## src/rtl/video_timing_gen_if.sv

```systemverilog
// Config port bundle for video_timing_gen.
// Carries the valid/ready offer, timing fields and status flags.
interface video_timing_gen_if #(
   parameter int HW = 11,
   parameter int VW = 10
);
   logic          cfg_valid_in;
   logic          cfg_ready_out;
   logic [HW-1:0] cfg_h_active_in;
   logic [HW-1:0] cfg_h_fp_in;
   logic [HW-1:0] cfg_h_sync_in;
   logic [HW-1:0] cfg_h_bp_in;
   logic [VW-1:0] cfg_v_active_in;
   logic [VW-1:0] cfg_v_fp_in;
   logic [VW-1:0] cfg_v_sync_in;
   logic [VW-1:0] cfg_v_bp_in;
   logic          cfg_hs_pol_in;
   logic          cfg_vs_pol_in;
   logic          cfg_err_out;
   logic          cfg_pending_out;

   modport master (
      output cfg_valid_in,
      output cfg_h_active_in, cfg_h_fp_in,
      output cfg_h_sync_in, cfg_h_bp_in,
      output cfg_v_active_in, cfg_v_fp_in,
      output cfg_v_sync_in, cfg_v_bp_in,
      output cfg_hs_pol_in, cfg_vs_pol_in,
      input  cfg_ready_out,
      input  cfg_err_out,
      input  cfg_pending_out
   );

   modport slave (
      input  cfg_valid_in,
      input  cfg_h_active_in, cfg_h_fp_in,
      input  cfg_h_sync_in, cfg_h_bp_in,
      input  cfg_v_active_in, cfg_v_fp_in,
      input  cfg_v_sync_in, cfg_v_bp_in,
      input  cfg_hs_pol_in, cfg_vs_pol_in,
      output cfg_ready_out,
      output cfg_err_out,
      output cfg_pending_out
   );
endinterface

```

## src/rtl/video_timing_gen.sv

```systemverilog
// Programmable video timing generator: counters, syncs, active draw,
// frame pulse/counter, line-compare pulse; new config applied at frame wrap.
module video_timing_gen #(
   parameter int HW           = 11,
   parameter int VW           = 10,
   parameter int FC_W         = 6,
   parameter int FC_MAX       = 59,
   parameter int DEF_H_ACTIVE = 1280,
   parameter int DEF_H_FP     = 110,
   parameter int DEF_H_SYNC   = 40,
   parameter int DEF_H_BP     = 220,
   parameter int DEF_V_ACTIVE = 720,
   parameter int DEF_V_FP     = 5,
   parameter int DEF_V_SYNC   = 5,
   parameter int DEF_V_BP     = 20,
   parameter bit DEF_HS_POL   = 1'b1,
   parameter bit DEF_VS_POL   = 1'b1
) (
   input  logic            clk_pixel_in,
   input  logic            rst_in,
   video_timing_gen_if.slave cfg,
   input  logic [VW-1:0]   line_cmp_in,
   output logic [HW-1:0]   hcount_out,
   output logic [VW-1:0]   vcount_out,
   output logic            hs_out,
   output logic            vs_out,
   output logic            ad_out,
   output logic            nf_out,
   output logic [FC_W-1:0] fc_out,
   output logic            line_irq_out
);

   typedef struct packed {
      logic [HW-1:0] h_active;
      logic [HW-1:0] h_fp;
      logic [HW-1:0] h_sync;
      logic [HW-1:0] h_bp;
      logic [VW-1:0] v_active;
      logic [VW-1:0] v_fp;
      logic [VW-1:0] v_sync;
      logic [VW-1:0] v_bp;
      logic          hs_pol;
      logic          vs_pol;
   } cfg_t;

   localparam cfg_t DEF_CFG = '{
      h_active: HW'(DEF_H_ACTIVE),
      h_fp:     HW'(DEF_H_FP),
      h_sync:   HW'(DEF_H_SYNC),
      h_bp:     HW'(DEF_H_BP),
      v_active: VW'(DEF_V_ACTIVE),
      v_fp:     VW'(DEF_V_FP),
      v_sync:   VW'(DEF_V_SYNC),
      v_bp:     VW'(DEF_V_BP),
      hs_pol:   DEF_HS_POL,
      vs_pol:   DEF_VS_POL
   };

   localparam logic [HW+1:0] H_LIM = (HW+2)'(1) << HW;
   localparam logic [VW+1:0] V_LIM = (VW+2)'(1) << VW;

   logic            last_rst;
   logic            hold;
   cfg_t            act;
   cfg_t            shd;
   cfg_t            in_cfg;
   logic            pending;
   logic            err_q;
   logic [HW-1:0]   hcount;
   logic [VW-1:0]   vcount;
   logic [FC_W-1:0] fc;

   logic [HW:0]     ht;
   logic [VW:0]     vt;
   logic [HW:0]     hs_start;
   logic [HW:0]     hs_end;
   logic [VW:0]     vs_start;
   logic [VW:0]     vs_end;
   logic [HW+1:0]   in_ht;
   logic [VW+1:0]   in_vt;
   logic            cfg_ok;
   logic            xfer;
   logic            h_last;
   logic            v_last;
   logic            fc_tick;
   logic            hs_on;
   logic            vs_on;

   assign hold = rst_in || last_rst;

   assign in_cfg = '{
      h_active: cfg.cfg_h_active_in,
      h_fp:     cfg.cfg_h_fp_in,
      h_sync:   cfg.cfg_h_sync_in,
      h_bp:     cfg.cfg_h_bp_in,
      v_active: cfg.cfg_v_active_in,
      v_fp:     cfg.cfg_v_fp_in,
      v_sync:   cfg.cfg_v_sync_in,
      v_bp:     cfg.cfg_v_bp_in,
      hs_pol:   cfg.cfg_hs_pol_in,
      vs_pol:   cfg.cfg_vs_pol_in
   };

   // Incoming totals get two extra bits: four max-width fields can't wrap.
   assign in_ht = (HW+2)'(in_cfg.h_active) + (HW+2)'(in_cfg.h_fp)
                + (HW+2)'(in_cfg.h_sync)   + (HW+2)'(in_cfg.h_bp);
   assign in_vt = (VW+2)'(in_cfg.v_active) + (VW+2)'(in_cfg.v_fp)
                + (VW+2)'(in_cfg.v_sync)   + (VW+2)'(in_cfg.v_bp);

   assign cfg_ok = (|in_cfg.h_active) && (|in_cfg.h_sync)
                && (|in_cfg.v_active) && (|in_cfg.v_sync)
                && (in_ht <= H_LIM) && (in_vt <= V_LIM);

   assign ht = (HW+1)'(act.h_active) + (HW+1)'(act.h_fp)
             + (HW+1)'(act.h_sync)   + (HW+1)'(act.h_bp);
   assign vt = (VW+1)'(act.v_active) + (VW+1)'(act.v_fp)
             + (VW+1)'(act.v_sync)   + (VW+1)'(act.v_bp);

   assign hs_start = (HW+1)'(act.h_active) + (HW+1)'(act.h_fp);
   assign hs_end   = hs_start + (HW+1)'(act.h_sync);
   assign vs_start = (VW+1)'(act.v_active) + (VW+1)'(act.v_fp);
   assign vs_end   = vs_start + (VW+1)'(act.v_sync);

   assign h_last  = ((HW+1)'(hcount) == ht - (HW+1)'(1));
   assign v_last  = ((VW+1)'(vcount) == vt - (VW+1)'(1));
   assign fc_tick = (hcount == act.h_active - HW'(1))
                 && (vcount == act.v_active);

   assign cfg.cfg_ready_out = !pending && !hold;
   assign xfer = cfg.cfg_valid_in && cfg.cfg_ready_out;

   always_ff @(posedge clk_pixel_in) begin
      last_rst <= rst_in;
      if (hold) begin
         hcount  <= '0;
         vcount  <= '0;
         fc      <= '0;
         act     <= DEF_CFG;
         shd     <= DEF_CFG;
         pending <= 1'b0;
         err_q   <= 1'b0;
      end else begin
         err_q <= xfer && !cfg_ok;
         hcount <= h_last ? '0 : hcount + HW'(1);
         if (h_last)
            vcount <= v_last ? '0 : vcount + VW'(1);
         if (fc_tick)
            fc <= (fc == FC_W'(FC_MAX)) ? '0 : fc + FC_W'(1);
         // Ready is low while pending, so apply and accept never collide.
         if (h_last && v_last && pending) begin
            act     <= shd;
            pending <= 1'b0;
         end else if (xfer && cfg_ok) begin
            shd     <= in_cfg;
            pending <= 1'b1;
         end
      end
   end

   assign hs_on = ((HW+1)'(hcount) >= hs_start)
               && ((HW+1)'(hcount) < hs_end);
   assign vs_on = ((VW+1)'(vcount) >= vs_start)
               && ((VW+1)'(vcount) < vs_end);

   assign hcount_out = hold ? '0 : hcount;
   assign vcount_out = hold ? '0 : vcount;
   assign fc_out     = hold ? '0 : fc;

   assign hs_out = (hs_on && !hold) ? act.hs_pol : ~act.hs_pol;
   assign vs_out = (vs_on && !hold) ? act.vs_pol : ~act.vs_pol;

   assign ad_out = !hold && (hcount < act.h_active)
                && (vcount < act.v_active);
   assign nf_out = !hold && (hcount == act.h_active)
                && (vcount == act.v_active);
   assign line_irq_out = !hold && (hcount == '0)
                      && (vcount == line_cmp_in);

   assign cfg.cfg_err_out     = err_q && !hold;
   assign cfg.cfg_pending_out = pending && !hold;

endmodule

```

## src/flat_wrapper.sv

```systemverilog
// flat-port wrapper written by rule: the top's interface ports become plain ports
module video_timing_gen_flat 
#(
   parameter int HW           = 11,
   parameter int VW           = 10,
   parameter int FC_W         = 6,
   parameter int FC_MAX       = 59,
   parameter int DEF_H_ACTIVE = 1280,
   parameter int DEF_H_FP     = 110,
   parameter int DEF_H_SYNC   = 40,
   parameter int DEF_H_BP     = 220,
   parameter int DEF_V_ACTIVE = 720,
   parameter int DEF_V_FP     = 5,
   parameter int DEF_V_SYNC   = 5,
   parameter int DEF_V_BP     = 20,
   parameter bit DEF_HS_POL   = 1'b1,
   parameter bit DEF_VS_POL   = 1'b1
)
  (clk_pixel_in, rst_in, line_cmp_in, hcount_out, vcount_out, hs_out, vs_out, ad_out, nf_out, fc_out, line_irq_out, cfg_cfg_valid_in, cfg_cfg_h_active_in, cfg_cfg_h_fp_in, cfg_cfg_h_sync_in, cfg_cfg_h_bp_in, cfg_cfg_v_active_in, cfg_cfg_v_fp_in, cfg_cfg_v_sync_in, cfg_cfg_v_bp_in, cfg_cfg_hs_pol_in, cfg_cfg_vs_pol_in, cfg_cfg_ready_out, cfg_cfg_err_out, cfg_cfg_pending_out);
  video_timing_gen_if #(.HW(HW), .VW(VW)) cfg_i ();
  input  logic clk_pixel_in;
  input  logic rst_in;
  input  logic [VW-1:0] line_cmp_in;
  output logic [HW-1:0] hcount_out;
  output logic [VW-1:0] vcount_out;
  output logic hs_out;
  output logic vs_out;
  output logic ad_out;
  output logic nf_out;
  output logic [FC_W-1:0] fc_out;
  output logic line_irq_out;
  input wire logic [$bits(cfg_i.cfg_valid_in)-1:0] cfg_cfg_valid_in;
  input wire logic [$bits(cfg_i.cfg_h_active_in)-1:0] cfg_cfg_h_active_in;
  input wire logic [$bits(cfg_i.cfg_h_fp_in)-1:0] cfg_cfg_h_fp_in;
  input wire logic [$bits(cfg_i.cfg_h_sync_in)-1:0] cfg_cfg_h_sync_in;
  input wire logic [$bits(cfg_i.cfg_h_bp_in)-1:0] cfg_cfg_h_bp_in;
  input wire logic [$bits(cfg_i.cfg_v_active_in)-1:0] cfg_cfg_v_active_in;
  input wire logic [$bits(cfg_i.cfg_v_fp_in)-1:0] cfg_cfg_v_fp_in;
  input wire logic [$bits(cfg_i.cfg_v_sync_in)-1:0] cfg_cfg_v_sync_in;
  input wire logic [$bits(cfg_i.cfg_v_bp_in)-1:0] cfg_cfg_v_bp_in;
  input wire logic [$bits(cfg_i.cfg_hs_pol_in)-1:0] cfg_cfg_hs_pol_in;
  input wire logic [$bits(cfg_i.cfg_vs_pol_in)-1:0] cfg_cfg_vs_pol_in;
  output wire logic [$bits(cfg_i.cfg_ready_out)-1:0] cfg_cfg_ready_out;
  output wire logic [$bits(cfg_i.cfg_err_out)-1:0] cfg_cfg_err_out;
  output wire logic [$bits(cfg_i.cfg_pending_out)-1:0] cfg_cfg_pending_out;
  assign cfg_i.cfg_valid_in = cfg_cfg_valid_in;
  assign cfg_i.cfg_h_active_in = cfg_cfg_h_active_in;
  assign cfg_i.cfg_h_fp_in = cfg_cfg_h_fp_in;
  assign cfg_i.cfg_h_sync_in = cfg_cfg_h_sync_in;
  assign cfg_i.cfg_h_bp_in = cfg_cfg_h_bp_in;
  assign cfg_i.cfg_v_active_in = cfg_cfg_v_active_in;
  assign cfg_i.cfg_v_fp_in = cfg_cfg_v_fp_in;
  assign cfg_i.cfg_v_sync_in = cfg_cfg_v_sync_in;
  assign cfg_i.cfg_v_bp_in = cfg_cfg_v_bp_in;
  assign cfg_i.cfg_hs_pol_in = cfg_cfg_hs_pol_in;
  assign cfg_i.cfg_vs_pol_in = cfg_cfg_vs_pol_in;
  assign cfg_cfg_ready_out = cfg_i.cfg_ready_out;
  assign cfg_cfg_err_out = cfg_i.cfg_err_out;
  assign cfg_cfg_pending_out = cfg_i.cfg_pending_out;
  video_timing_gen #(.HW(HW), .VW(VW), .FC_W(FC_W), .FC_MAX(FC_MAX), .DEF_H_ACTIVE(DEF_H_ACTIVE), .DEF_H_FP(DEF_H_FP), .DEF_H_SYNC(DEF_H_SYNC), .DEF_H_BP(DEF_H_BP), .DEF_V_ACTIVE(DEF_V_ACTIVE), .DEF_V_FP(DEF_V_FP), .DEF_V_SYNC(DEF_V_SYNC), .DEF_V_BP(DEF_V_BP), .DEF_HS_POL(DEF_HS_POL), .DEF_VS_POL(DEF_VS_POL)) u_core (.clk_pixel_in(clk_pixel_in), .rst_in(rst_in), .cfg(cfg_i), .line_cmp_in(line_cmp_in), .hcount_out(hcount_out), .vcount_out(vcount_out), .hs_out(hs_out), .vs_out(vs_out), .ad_out(ad_out), .nf_out(nf_out), .fc_out(fc_out), .line_irq_out(line_irq_out));
endmodule
```

## config.mk

```make
export PLATFORM = sky130hd
export DESIGN_NAME = video_timing_gen_flat
export DESIGN_NICKNAME = d
export VERILOG_FILES = /design/src/rtl/video_timing_gen_if.sv /design/src/rtl/video_timing_gen.sv /design/src/flat_wrapper.sv
export SDC_FILE = /design/constraint.sdc
export NUM_CORES = 1
export LEC_CHECK = 0
export BUFFER_PORTS_ARGS = -buffer_cell sky130_fd_sc_hd__buf_2
export CAP_MARGIN = 25
export CORE_MARGIN = 2
export CORE_UTILIZATION = 40
export CTS_CLUSTER_DIAMETER = 200
export CTS_CLUSTER_SIZE = 8
export DETAILED_ROUTE_END_ITERATION = 10
export SKIP_LAST_GASP = 1
export SLEW_MARGIN = 20
export SYNTH_ARGS = -nofsm -noshare
export SYNTH_HDL_FRONTEND = slang
export SYNTH_SLANG_ARGS = --single-unit
```

## constraint.sdc

```tcl
create_clock -name clk_pixel_in -period 11.7 [get_ports clk_pixel_in]
set_clock_uncertainty 0.15 [all_clocks]
set_input_delay 3.51 -clock clk_pixel_in [delete_from_list [all_inputs] [get_ports clk_pixel_in]]
set_output_delay 3.51 -clock clk_pixel_in [all_outputs]
set_load 0.005 [all_outputs]
```

Word level (Yosys, flattened, before mapping)
Index checks and enable logic that the tools add are counted.
Storage, ports and cells
  word-level logic and storage cells: 105
  register bits after elaboration: 202
  memory bits (writable): 0
  latch bits: 0
  output and inout bits: 35
  memories kept: 0
  memory bits (read-only): 0
Cells by class
  divide/modulo/power cells: 0
  multipliers: 0
  equality and inequality tests: 7
  mux-type cells: 7
  $lt $le $gt $ge: 8
  shift operators: 0
  reduce and logical (&&, ||, !) cells: 36
  bitwise operators: 3
  add/subtract/negate cells: 18
Operators with widths (number)
  $add 13x11->13: 2
  $add 11x11->12: 2
  $add 12x10->12: 2
  $add 12x11->12: 2
  $logic_and 1x1->1: 24
  $add 10x10->11: 2
  $add 11x10->11: 2
  $eq 11x11->1: 2
  $reduce_or 11->1: 2
  $sub 11x1->11 const B: 2
  $eq 10x10->1: 2
  $mux 10: 2
  $reduce_or 10->1: 2
  $le 13x12->1 const B: 1
  $eq 11x12->1: 1
  $ge 11x12->1: 1
  $le 12x11->1 const B: 1
  $lt 11x12->1: 1
  $mux 6: 2
  $sub 12x1->12 const B: 1
  $add 11x1->11 const B: 1
  $eq 10x11->1: 1
  $ge 10x11->1: 1
  $logic_not 11->1: 1
  other kinds (13): 19

Longest topological paths before layout
Gate-level depths: netlist of the first run.
  depth after elaboration: 9
  depth in mapped cells: 30
  depth with buffers taken out: 27

Worst setup path after synthesis of the first run
Ideal clock, no wire load.
  path type: in2out
  start: in rst_in
  end: out hs_out
  path buffers: 1
  setup slack: 3.277 ns
  arrival: 4.763 ns
  stages on the path: 7
  required time: 8.040 ns
  path through: or2_2 clkbuf_1 nor2_1 o311ai_0 mux2i_1 o41ai_1 nor3b_1
On the way
  longest elaborated chain between the ends: 4
Ends and longest elaborated chain
  start, declared: line flat_wrapper.sv:22  | input logic rst_in;
  $logic_or 1x1->1: line video_timing_gen.sv:89  | assign hold = rst_in || last_rst;
  $logic_not 1->1: line video_timing_gen.sv:169  | assign hs_out = (hs_on && !hold) ? act.hs_pol : ~act.hs_pol;
  $logic_and 1x1->1: line video_timing_gen.sv:169
  $mux 1: line video_timing_gen.sv:169
  end, declared: line flat_wrapper.sv:26  | output logic hs_out;
No other way between the ends.

Worst setup path after layout of the first run
  start: reg u_core.act[75] (netlist bit)
  end: out hs_out
On the way
  longest elaborated chain between the ends: 6
  elaborated cells on any way between the ends: 7
Ends and longest elaborated chain
  start, declared: line video_timing_gen.sv:64  | cfg_t act;
  start signal, assigned: line video_timing_gen.sv:138  | act <= DEF_CFG;
  start signal, assigned: line video_timing_gen.sv:151  | act <= shd;
  $add 11x11->12 (*): line video_timing_gen.sv:119  | assign hs_start = (HW+1)'(act.h_active) + (HW+1)'(act.h_fp);
  $add 12x11->12: line video_timing_gen.sv:120  | assign hs_end = hs_start + (HW+1)'(act.h_sync);
  $lt 11x12->1: line video_timing_gen.sv:161  | && ((HW+1)'(hcount) < hs_end);
  $logic_and 1x1->1 (*): line video_timing_gen.sv:161
  $logic_and 1x1->1 (*): line video_timing_gen.sv:169
  $mux 1 (*): line video_timing_gen.sv:169
Mark *: on every way between the ends. The rest lies on a longest branch, timed or not.

==> impl_metrics.json, run 1 <==
{
  "status": "complete, no violations",
  "cts-resized-gates": 0,
  "period_share_pct": 78.40,
  "crit_slowest_cell": "o311ai_0",
  "fp.coreArea_um2": 37760,
  "leakagePower_nw": 7.395,
  "diodes": 0,
  "syn2layout_area_growth_pct": 10.93,
  "avgSynthCellArea_um2": 8.128,
  "viasPerCell": 5.146,
  "finalNonFillerCells": 2479,
  "clock_sinks": 202,
  "dieArea_um2": 39930,
  "drt_wl_total_um": 39940,
  "ios": 134,
  "drive_above_1_share_pct": 9.553,
  "grt_pass1_vias": 12399,
  "start_util_pct": 40.63,
  "antenna_found_initial": 1,
  "layout.nets": 2282,
  "cp_max_fo": 6,
  "cp.required_ns": 8.04,
  "synth.largest_area_cell": "dfxtp_1",
  "die-height_um": 199.8,
  "maxSlewViolCount": 0,
  "ctsLongestPathBuffers": 3,
  "cp-end-kind": "output port",
  "drc": 0,
  "maxCapViolCount": 0,
  "synth-edff-count": 0,
  "rsz0062_at_grt": "no",
  "clk_latency_ns": 0.56,
  "cts_tree": "yes",
  "critPathKind": "flop to output port",
  "timing.fmax_ghz": 0.1090,
  "post_cts_buffers": 0,
  "port_buffers": 133,
  "ys_warn_count": 0,
  "grt_usage_pct": 20.07,
  "synth_cell_type_count": 70,
  "start_kind": "flop",
  "yosysMostFrequentCell": "inv_1",
  "num_vias": 12756,
  "ys_ff_latch": 202,
  "max_stage_delay_ns": 0.48,
  "grt_start_max_net_pins": 104,
  "drtAntennaViolNets": 0,
  "cts.hold.buffers_added": 0,
  "drt_iter0_drc": 731,
  "worst-path-buf-inv": 2,
  "power_per_cell_area_nw_per_um2": 106.0,
  "dp_cells": 2448,
  "vdd_ir_drop_max_mv": 0.1052,
  "hold_viol": 0,
  "cp.arrival_ns": 5.51,
  "synth_nets": 2201,
  "path_cells": "ha_1 -> inv_1 -> fa_1 -> nor2b_1 -> o21ai_0 -> a21boi_0 -> o21ai_0 -> a21boi_0 -> o21ai_0 -> a21boi_0 -> nor2_1 -> ha_1 -> o211a_1 -> a221o_1 -> xor2_1 -> nor2b_1 -> o311ai_0 -> o41ai_1 -> nor3b_1 -> buf_2",
  "synth.area.top_cells": "dfxtp_1 26%, ha_1 15%, mux2i_1 5.8%, inv_1 5.3%, xnor2_1 5.3%",
  "whs_ns": 0.3062,
  "rows": 71,
  "numCtsBuffers": 29,
  "relSlewSlack_pct": 34.10,
  "stdcell_area_um2": 17020,
  "finalSetupViolations": 0,
  "post-route-util_pct": 45.07,
  "syn_inst": 1887,
  "worstMarginPinSlew_ns": 0.9885,
  "fin_crit_ns": 9.173,
  "post-dp-hpwl_um": 31210,
  "critPathTopFamily": "compound AO/OA/AOI/OAI gates",
  "synthArstFlopShare_pct": 0,
  "hold_path_class": "flop to flop",
  "synth_area_um2": 15340,
  "dieWidth_um": 199.8,
  "grt_pass1_wl_um": 64140,
  "cts_root_buffer": "clkbuf_16",
  "yosysTopAreaCellShare_pct": 26.36,
  "overflow": 0,
  "path_clk_slew_ns": 0.06,
  "fin_tns_setup_ns": 0,
  "synth_common_cells": "218 x inv_1, 202 x dfxtp_1, 196 x nand2_1",
  "place_area_um2": 16270,
  "first_pass_iters": 5,
  "h-tree-depth": 1,
  "routedWlPerCell_um": 16.11,
  "synthFlopType": "dfxtp_1",
  "gp_congestion": 0.9361,
  "seq_area_frac_synth_pct": 26.36
}
## report_power, final
part | switching, mW | total, mW | internal [mW]
sequential | 0.00435 | 0.699 | 0.695
combinational | 0.228 | 0.378 | 0.150
clock | 0.295 | 0.726 | 0.431
total | 0.528 | 1.80 | 1.28
## area by class of cell
type | count | area [µm²]
Inverter | 218 | 818.3
Multi-Input combinational cell | 1376 | 10040
Timing Repair Buffer | 141 | 729.5
Clock buffer | 29 | 725.7
Sequential cell | 202 | 4044
Tap cell | 511 | 639.4
Fill cell | 3800 | 20740
Clock inverter | 2 | 17.52
## registers in the layout (all words and copies together) (netlist names)
| name | flops |
|---|---|
| u_core.hcount | 11 |
| u_core.last_rst | 1 |
| u_core.err_q | 1 |
| u_core.act | 86 |
| u_core.pending | 1 |
| u_core.shd | 86 |
| u_core.vcount | 10 |
| u_core.fc | 6 |
## cells by family after synthesis
| family | Yosys count | share of synthesized area [%] |
|---|---|---|
| muxes | 89 | 5.808 |
| AOI/OAI and AO/OA | 337 | 14.09 |
| buffers and inverters | 309 | 8.296 |
| and+or+nand+nor | 591 | 17.98 |
| xor gates and xnor gates | 143 | 8.345 |
| DFF | 202 | 26.36 |
| adders and majority gates | 216 | 19.12 |
## tightest hold or removal path, stage by stage, from the launching register on
cell,delay (ns)
dfxtp_1,0.30
nand2_1,0.05
mux2i_1,0.05
## placed cells by master (no fill, tap or decap), types with 3 or more instances in the layout
cell / synthesis / layout
xnor2_1: 93 / 93
nand4_1: 18 / 18
nor3_1: 41 / 41
a31oi_1: 4 / 4
buf_2: 1 / 133
buf_4: 6 / 7
a21oi_1: 96 / 96
a21boi_0: 8 / 8
xor2_1: 48 / 48
or4_1: 4 / 4
o311ai_0: 3 / 3
a211oi_1: 10 / 10
and3_1: 5 / 5
nand3_1: 98 / 98
o21a_1: 14 / 14
o31ai_1: 35 / 35
ha_1: 184 / 184
nand2_1: 196 / 196
mux2i_1: 89 / 89
nor4_1: 20 / 20
nor2b_1: 12 / 12
o2111ai_1: 6 / 6
fa_1: 31 / 31
a211o_1: 4 / 4
o211ai_1: 8 / 8
or3_1: 6 / 6
and2_1: 27 / 27
nor4b_1: 3 / 3
o41ai_1: 4 / 4
dfxtp_1: 202 / 202
nor2_1: 128 / 127
o21ai_0: 72 / 72
or2_2: 7 / 6
inv_1: 218 / 218
clkbuf_16: 0 / 29
o21bai_1: 16 / 16
a21o_1: 27 / 27
o22ai_1: 3 / 3
nand2b_1: 15 / 15
## per-layer routing
layer	global-route usage [%]	share of wire, %	vias to the layer above
li1	-	-	6597
met1	30.04	52	5827
met2	30.67	42	283
met3	2.403	4.8	47
met4	4.527	1.7	2
met5	0	0.033	-
## per-stage QoR
step | worst slack (ns) | total power [mW]
finish | 2.527 | 1.803
global route | 2.094 | 1.894
CTS | 2.527 | 1.825
detailed placement | 2.225 | 1.087
global placement | 2.399 | 1.078
floorplan | 3.277 | 0.9866
## final timing paths
path | end | start | depth (start not counted) | slack [ns]
setup reg to reg | u_core.act[74]$_SDFFE_PN0P_ | u_core.act[75]$_SDFFE_PN0P_ | 25 | 4.00
hold reg to reg | u_core.act[68]$_SDFFE_PN0P_ | u_core.shd[68]$_SDFFE_PN0P_ | 2 | 0.31
hold / removal | u_core.act[68]$_SDFFE_PN0P_ | u_core.shd[68]$_SDFFE_PN0P_ | 2 | 0.31
setup / recovery | hs_out | u_core.act[75]$_SDFFE_PN0P_ | 20 | 2.53
(Power assumes the default switching activity.)
==> inputs of run 2 (changes only) <==
==> constraint.sdc (replaced) <==
create_clock -name clk_pixel_in -period 7.71 [get_ports clk_pixel_in]
set_clock_uncertainty 0.15 [all_clocks]
set_input_delay 2.313 -clock clk_pixel_in [delete_from_list [all_inputs] [get_ports clk_pixel_in]]
set_output_delay 2.313 -clock clk_pixel_in [all_outputs]
set_load 0.005 [all_outputs]
==> impl_metrics.json, run 2 (synthesis gave the netlist of run 1 again) <==
{
  "power_per_cell_area_nw_per_um2": 159.8,
  "drive_above_1_share_pct": 10.27,
  "dieArea_um2": 39930,
  "start_util_pct": 40.63,
  "clk_latency_ns": 0.56,
  "hold_path_depth": 2,
  "maxCapViolCount": 0,
  "post-place-ws_ns": -0.02321,
  "layout_commonest_cell": "inv_1",
  "ios": 134,
  "grt_pass1_vias": 12437,
  "syn2layout_area_growth_pct": 12.02,
  "die-height_um": 199.8,
  "drt_iter0_drc": 659,
  "rsz0062_at_grt": "yes",
  "path_clk_slew_ns": 0.05,
  "layout.nets": 2291,
  "whs_ns": 0.2989,
  "port_buffers": 133,
  "grt_usage_pct": 20.32,
  "final_cell_mix": "218 x inv_1, 201 x dfxtp_1, 196 x nand2_1, 184 x ha_1, 133 x buf_2",
  "hold_viol": 0,
  "maxSlewViolCount": 0,
  "finalSetupViolations": 0,
  "drtAntennaViolNets": 0,
  "antenna_found_initial": 2,
  "vdd_ir_drop_max_mv": 0.1345,
  "rows": 71,
  "cp.required_ns": 5.25,
  "fp.coreArea_um2": 37760,
  "whs_endpoint": "u_core.act[84]$_SDFFE_PN0P_",
  "reg2reg_slack_ns": 0.86,
  "grt_pass1_wl_um": 64920,
  "clock_sinks": 202,
  "cp.arrival_ns": 5.15,
  "grt_start_max_net_pins": 211,
  "numCtsBuffers": 29,
  "status": "complete, no violations",
  "diodes": 0,
  "min-delay-start": "u_core.shd[84]$_SDFFE_PN0P_",
  "start_kind": "flop",
  "leakagePower_nw": 7.469,
  "fin_crit_ns": 7.609,
  "worstMarginPinSlew_ns": 0.8985,
  "gp_congestion": 0.8790,
  "dieWidth_um": 199.8,
  "cts_root_buffer": "clkbuf_16",
  "post-dp-hpwl_um": 31120,
  "r2r_end": "u_core.act[67]$_SDFFE_PN1P_",
  "routedWlPerCell_um": 16.04,
  "h-tree-depth": 1,
  "cts_tree": "yes",
  "first_pass_iters": 5,
  "path_cells": "ha_1 -> inv_1 -> fa_1 -> nor2b_1 -> o21ai_0 -> a21boi_1 -> nor2_1 -> ha_1 -> a21oi_1 -> o21ai_0 -> xnor2_1 -> ha_1 -> nand3_1 -> o2111ai_1 -> maj3_1 -> a21oi_2 -> a211o_1 -> o311ai_1 -> o41ai_1 -> nor3b_2 -> buf_2",
  "reg2regPathDepth": 24,
  "dp_cells": 2456,
  "critPathKind": "flop to output port",
  "drt_wl_total_um": 39900,
  "viasPerCell": 5.150,
  "relSlewSlack_pct": 40.10,
  "period_share_pct": 98.69,
  "path_common_cell": "ha_1",
  "finalNonFillerCells": 2488,
  "drc": 0,
  "cp-end-kind": "output port",
  "crit_slowest_cell": "o41ai_1",
  "rr_startpoint": "u_core.act[75]$_SDFFE_PN0P_",
  "hold_path_class": "flop to flop",
  "final.setup.worst_slack_ns": 0.1010,
  "cts.hold.buffers_added": 0,
  "timing.fmax_ghz": 0.1314,
  "reg_top3": "u_core.act x86, u_core.shd x86, u_core.hcount x11",
  "max_stage_delay_ns": 0.42,
  "cp_max_fo": 6,
  "num_vias": 12814,
  "overflow": 0,
  "ctsLongestPathBuffers": 3
}
-- run 2: through the flow --
stage / total power, mW / util, % / area [µm²] / setup TNS [ns]
2_1_floorplan: 1.497 / - / 15340 / 0
3_3_place_gp: 1.652 / 43.45 / 16400 / 0
3_5_place_dp: 1.665 / 43.45 / 16400 / -0.04402
4_1_cts: 2.772 / 45.44 / 17160 / 0
5_1_grt: 2.900 / 45.51 / 17180 / -0.1544
6_report: 2.745 / 45.51 / 17180 / 0
-- run 2: layout make-up --
class | count | area, µm²
multi-input combinational | 1376 | 10070
tap | 511 | 639.4
fill | 3781 | 20570
sequential | 202 | 4045
inverter | 218 | 818.3
clock inverter | 2 | 17.52
clock buffer | 29 | 725.7
timing repair buffer | 150 | 868.3
-- run 2: worst max path at each step --
| stage | startpoint | to | slack, ns | depth (start not counted) |
|---|---|---|---|---|
| finish | u_core.act[75]$_SDFFE_PN0P_ | hs_out | 0.10 | 21 |
| global route | u_core.act[75]$_SDFFE_PN0P_ | hs_out | -0.15 | 21 |
| CTS | u_core.act[75]$_SDFFE_PN0P_ | hs_out | 0.04 | 21 |
| detailed placement | cfg_cfg_h_active_in[0] | u_core.shd[44]$_SDFFE_PN1P_ | -0.02 | 24 |
| global placement | cfg_cfg_v_fp_in[0] | u_core.shd[66]$_SDFFE_PN1P_ | 0.1 | 23 |
| floorplan | cfg_cfg_h_fp_in[0] | u_core.shd[43]$_SDFFE_PN0P_ | 0.56 | 26 |
-- run 2: repair_timing --
item / 4_1_cts / 5_1_grt
endpoints found under the setup margin: 1 / 73
buffers inserted: 0 / 1
hold endpoints to repair: 0 / 0
pin swaps: 0 / 6
gates resized for setup: 4 / 6
-- run 2: where the power goes --
group          switching (mW)  total, mW  internal [mW]  leakage [nW]
clock network           0.438       1.09          0.654         0.366
logic                   0.352      0.593          0.241          5.47
registers             0.00623       1.06           1.05          1.63
-- run 2: worst max-delay path: cells and delay by family, from the launching register on --
family	cells	cell delay, ns
xor gates and xnor gates	1	0.29
DFF	1	0.39
buffers and inverters	2	0.21
and+or+nand+nor	4	0.41
adders and majority gates	5	1.61
AOI/OAI and AO/OA	9	1.69
-- run 2: layer usage --
layer | part of all wire, % | vias up | track usage [%] | wire length, µm
met4 | 1.6 | 2 | 4.335 | 646
li1 | - | 6616 | - | -
met3 | 5.2 | 44 | 2.940 | 2071
met5 | 0.033 | - | 0 | 13
met1 | 52 | 5872 | 30.37 | 20690
met2 | 41 | 280 | 30.81 | 16480
==> inputs of run 3 (changes only) <==
--- a/config.mk
+++ b/config.mk
@@ -5,6 +5,7 @@
 export SDC_FILE = /design/constraint.sdc
 export NUM_CORES = 1
 export LEC_CHECK = 0
+export ABC_AREA = 1
 export BUFFER_PORTS_ARGS = -buffer_cell sky130_fd_sc_hd__buf_2
 export CAP_MARGIN = 25
 export CORE_MARGIN = 2
@@ -12,6 +13,7 @@
 export CTS_CLUSTER_DIAMETER = 200
 export CTS_CLUSTER_SIZE = 8
 export DETAILED_ROUTE_END_ITERATION = 10
+export GPL_ROUTABILITY_DRIVEN = 0
 export SKIP_LAST_GASP = 1
 export SLEW_MARGIN = 20
 export SYNTH_ARGS = -nofsm -noshare
==> impl_metrics.json, run 3 <==
{
  "routedWlPerCell_um": 14.38,
  "p_int_mw": 1.954,
  "dieWidth_um": 210.8,
  "grt_pass1_vias": 15834,
  "power_per_cell_area_nw_per_um2": 155.2,
  "maxCapViolCount": 0,
  "yosysMostFrequentCell": "nand2_1",
  "ctsLongestPathBuffers": 3,
  "switching_share_pct": 33.27,
  "synth_area_um2": 17110,
  "overflow": 0,
  "fin_tns_setup_ns": 0,
  "r2r_end": "u_core.act[5]$_SDFFE_PN0P_",
  "synth.area.top_cells": "dfxtp_1 24%, ha_1 13%, nand2_1 13%, inv_1 11%, nor2_1 6.6%",
  "drive_above_1_share_pct": 7.379,
  "synth_common_cells": "598 x nand2_1, 521 x inv_1, 299 x nor2_1",
  "viasPerCell": 4.959,
  "start_util_pct": 40.69,
  "syn_inst": 2649,
  "timing.fmax_ghz": 0.1432,
  "post-place-ws_ns": 0.7357,
  "clockPowerShare_pct": 38.0,
  "cp.required_ns": 5.25,
  "clk_latency_ns": 0.55,
  "ios": 134,
  "cp-end-kind": "output port",
  "synth_top_family_by_area": "simple AND/OR/NAND/NOR gates",
  "port_buffers": 133,
  "path_common_cell": "nand2_1",
  "seqPwrFrac_pct": 36.3,
  "post-dp-hpwl_um": 36600,
  "grt_start_max_net_pins": 100,
  "synthXorXnorAreaFrac_pct": 5.376,
  "relSlewSlack_pct": 29.01,
  "min-delay-start": "u_core.act[6]$_SDFFE_PN1P_",
  "dieArea_um2": 44430,
  "synthFlopType": "dfxtp_1",
  "fin_crit_ns": 6.982,
  "whs_endpoint": "u_core.act[6]$_SDFFE_PN1P_",
  "yosysTopAreaCellShare_pct": 23.64,
  "cp.arrival_ns": 4.52,
  "drc": 0,
  "reg2regPathDepth": 28,
  "rr_startpoint": "u_core.act[32]$_SDFFE_PN0P_",
  "final_cell_mix": "597 x nand2_1, 521 x inv_1, 298 x nor2_1, 201 x dfxtp_1, 184 x ha_1",
  "cts_root_buffer": "clkbuf_16",
  "p_switching_mw": 0.9739,
  "grt_pass1_wl_um": 78630,
  "diodes": 0,
  "synth_cell_type_count": 44,
  "cts_tree": "yes",
  "rows": 75,
  "synth_nets": 2963,
  "worstMarginPinSlew_ns": 1.065,
  "status": "complete, no violations",
  "period_share_pct": 90.55,
  "synthArstFlopShare_pct": 0,
  "reg_top3": "u_core.act x86, u_core.shd x86, u_core.hcount x11",
  "syn2layout_area_growth_pct": 10.25,
  "synthSimpleGateAreaFrac_pct": 33.46,
  "cts.hold.buffers_added": 0,
  "drt_iter0_drc": 940,
  "maxSlewViolCount": 0,
  "drt_wl_total_um": 46930,
  "max_stage_delay_ns": 0.39,
  "hold_path_class": "flop to flop",
  "final.setup.worst_slack_ns": 0.7284,
  "h-tree-depth": 1,
  "critPathKind": "flop to output port",
  "fp.coreArea_um2": 42040,
  "crit_slowest_cell": "fa_1",
  "leakagePower_nw": 9.479,
  "ys_warn_count": 0,
  "antenna_found_initial": 0,
  "comb_power_share_pct": 25.7,
  "grt_usage_pct": 21.49,
  "hold_viol": 0,
  "muxShareOfSynthArea_pct": 0,
  "num_vias": 16181,
  "cts-resized-gates": 0,
  "synth-compound-area-share_pct": 6.225,
  "reg2reg_slack_ns": 1.52,
  "layout_commonest_cell": "nand2_1",
  "synth-edff-count": 0,
  "die-height_um": 210.8,
  "post-route-util_pct": 44.86,
  "first_pass_iters": 5,
  "hold_path_depth": 2,
  "finalSetupViolations": 0,
  "vdd_ir_drop_max_mv": 0.1678,
  "rsz0062_at_grt": "no",
  "path_clk_slew_ns": 0.05,
  "avgSynthCellArea_um2": 6.457,
  "num-fill-cells": 4523,
  "seq_area_frac_synth_pct": 23.64,
  "drtAntennaViolNets": 0,
  "ys_ff_latch": 202,
  "synth.largest_area_cell": "dfxtp_1",
  "post_cts_buffers": 0,
  "start_kind": "flop",
  "cp_max_fo": 3,
  "synth-adder-area-share_pct": 17.09,
  "clock_sinks": 202,
  "layout.nets": 3039,
  "numCtsBuffers": 29
}
run 3: metal layers:
metal / track usage (%) / vias up / part of all wire [%]
li1: - / 8515 / -
met1: 31.04 / 7210 / 50
met2: 33.98 / 388 / 43
met3: 2.364 / 68 / 5.1
met4: 5.707 / 0 / 2.2
met5: 0 / - / 0
run 3: how the worst max path moves through the flow:
stage,slack [ns],from,endpoint
after floorplan,1.42,cfg_cfg_h_fp_in[0],u_core.shd[12]$_SDFFE_PN1P_
after global placement,0.84,cfg_cfg_h_active_in[0],u_core.shd[21]$_SDFFE_PN0P_
after detailed placement,0.74,cfg_cfg_v_fp_in[2],u_core.shd[0]$_SDFFE_PN1P_
after CTS,0.67,u_core.act[32]$_SDFFE_PN0P_,vs_out
after global routing,0.28,u_core.act[24]$_SDFFE_PN1P_,vs_out
final,0.73,u_core.act[75]$_SDFFE_PN0P_,hs_out
run 3: logic make-up (layout without fill, tap and decap cells):
family	Yosys count	after routing
buffers and inverters	628	703
and+or+nand+nor	1306	1306
xor gates and xnor gates	105	105
adders and majority gates	215	215
DFF	202	202
AOI/OAI and AO/OA	193	193
run 3: worst max-delay path, delay by kind of cell (launching register included):
kind | cells | cell delay (ns)
flip-flops | 1 | 0.36
AO/OA/AOI/OAI | 5 | 0.75
adder cells (fa/ha/maj) | 3 | 0.90
buffers and inverters | 2 | 0.19
AND/OR/NAND/NOR | 18 | 1.76
run 3: area by class of cell:
| class | instances | area [µm²] | share of cell area, % |
|---|---|---|---|
| clock buffer | 29 | 725.7 | 3.848 |
| timing repair buffer | 145 | 768.2 | 4.074 |
| sequential | 202 | 4045 | 21.45 |
| inverter | 528 | 1982 | 10.51 |
| clock inverter | 1 | 8.758 | 0.04644 |
| multi-input combinational | 1819 | 10650 | 56.50 |
| tap | 539 | 674.4 | 3.576 |
run 3: power by group through the flow:
stage                     sequential [mW]  combinational [mW]  clock, mW
after detailed placement             1.08               0.745          0
after global placement               1.08               0.730          0
final                                1.06               0.752       1.11
after floorplan                      1.08               0.564          0
after global routing                 1.06               0.858       1.18
after CTS                            1.06               0.747       1.14
run 3: stage by stage:
stage,hold slack (ns),power (mW),cell area [µm²],std cells
final,0.3150,2.927,18860,3263
after global routing,0.3348,3.098,18860,3263
after CTS,0.3117,2.954,18860,3263
after detailed placement,0.2980,1.829,18120,3233
after global placement,0.2943,1.814,18120,3233
after floorplan,0.2789,1.645,17110,2649
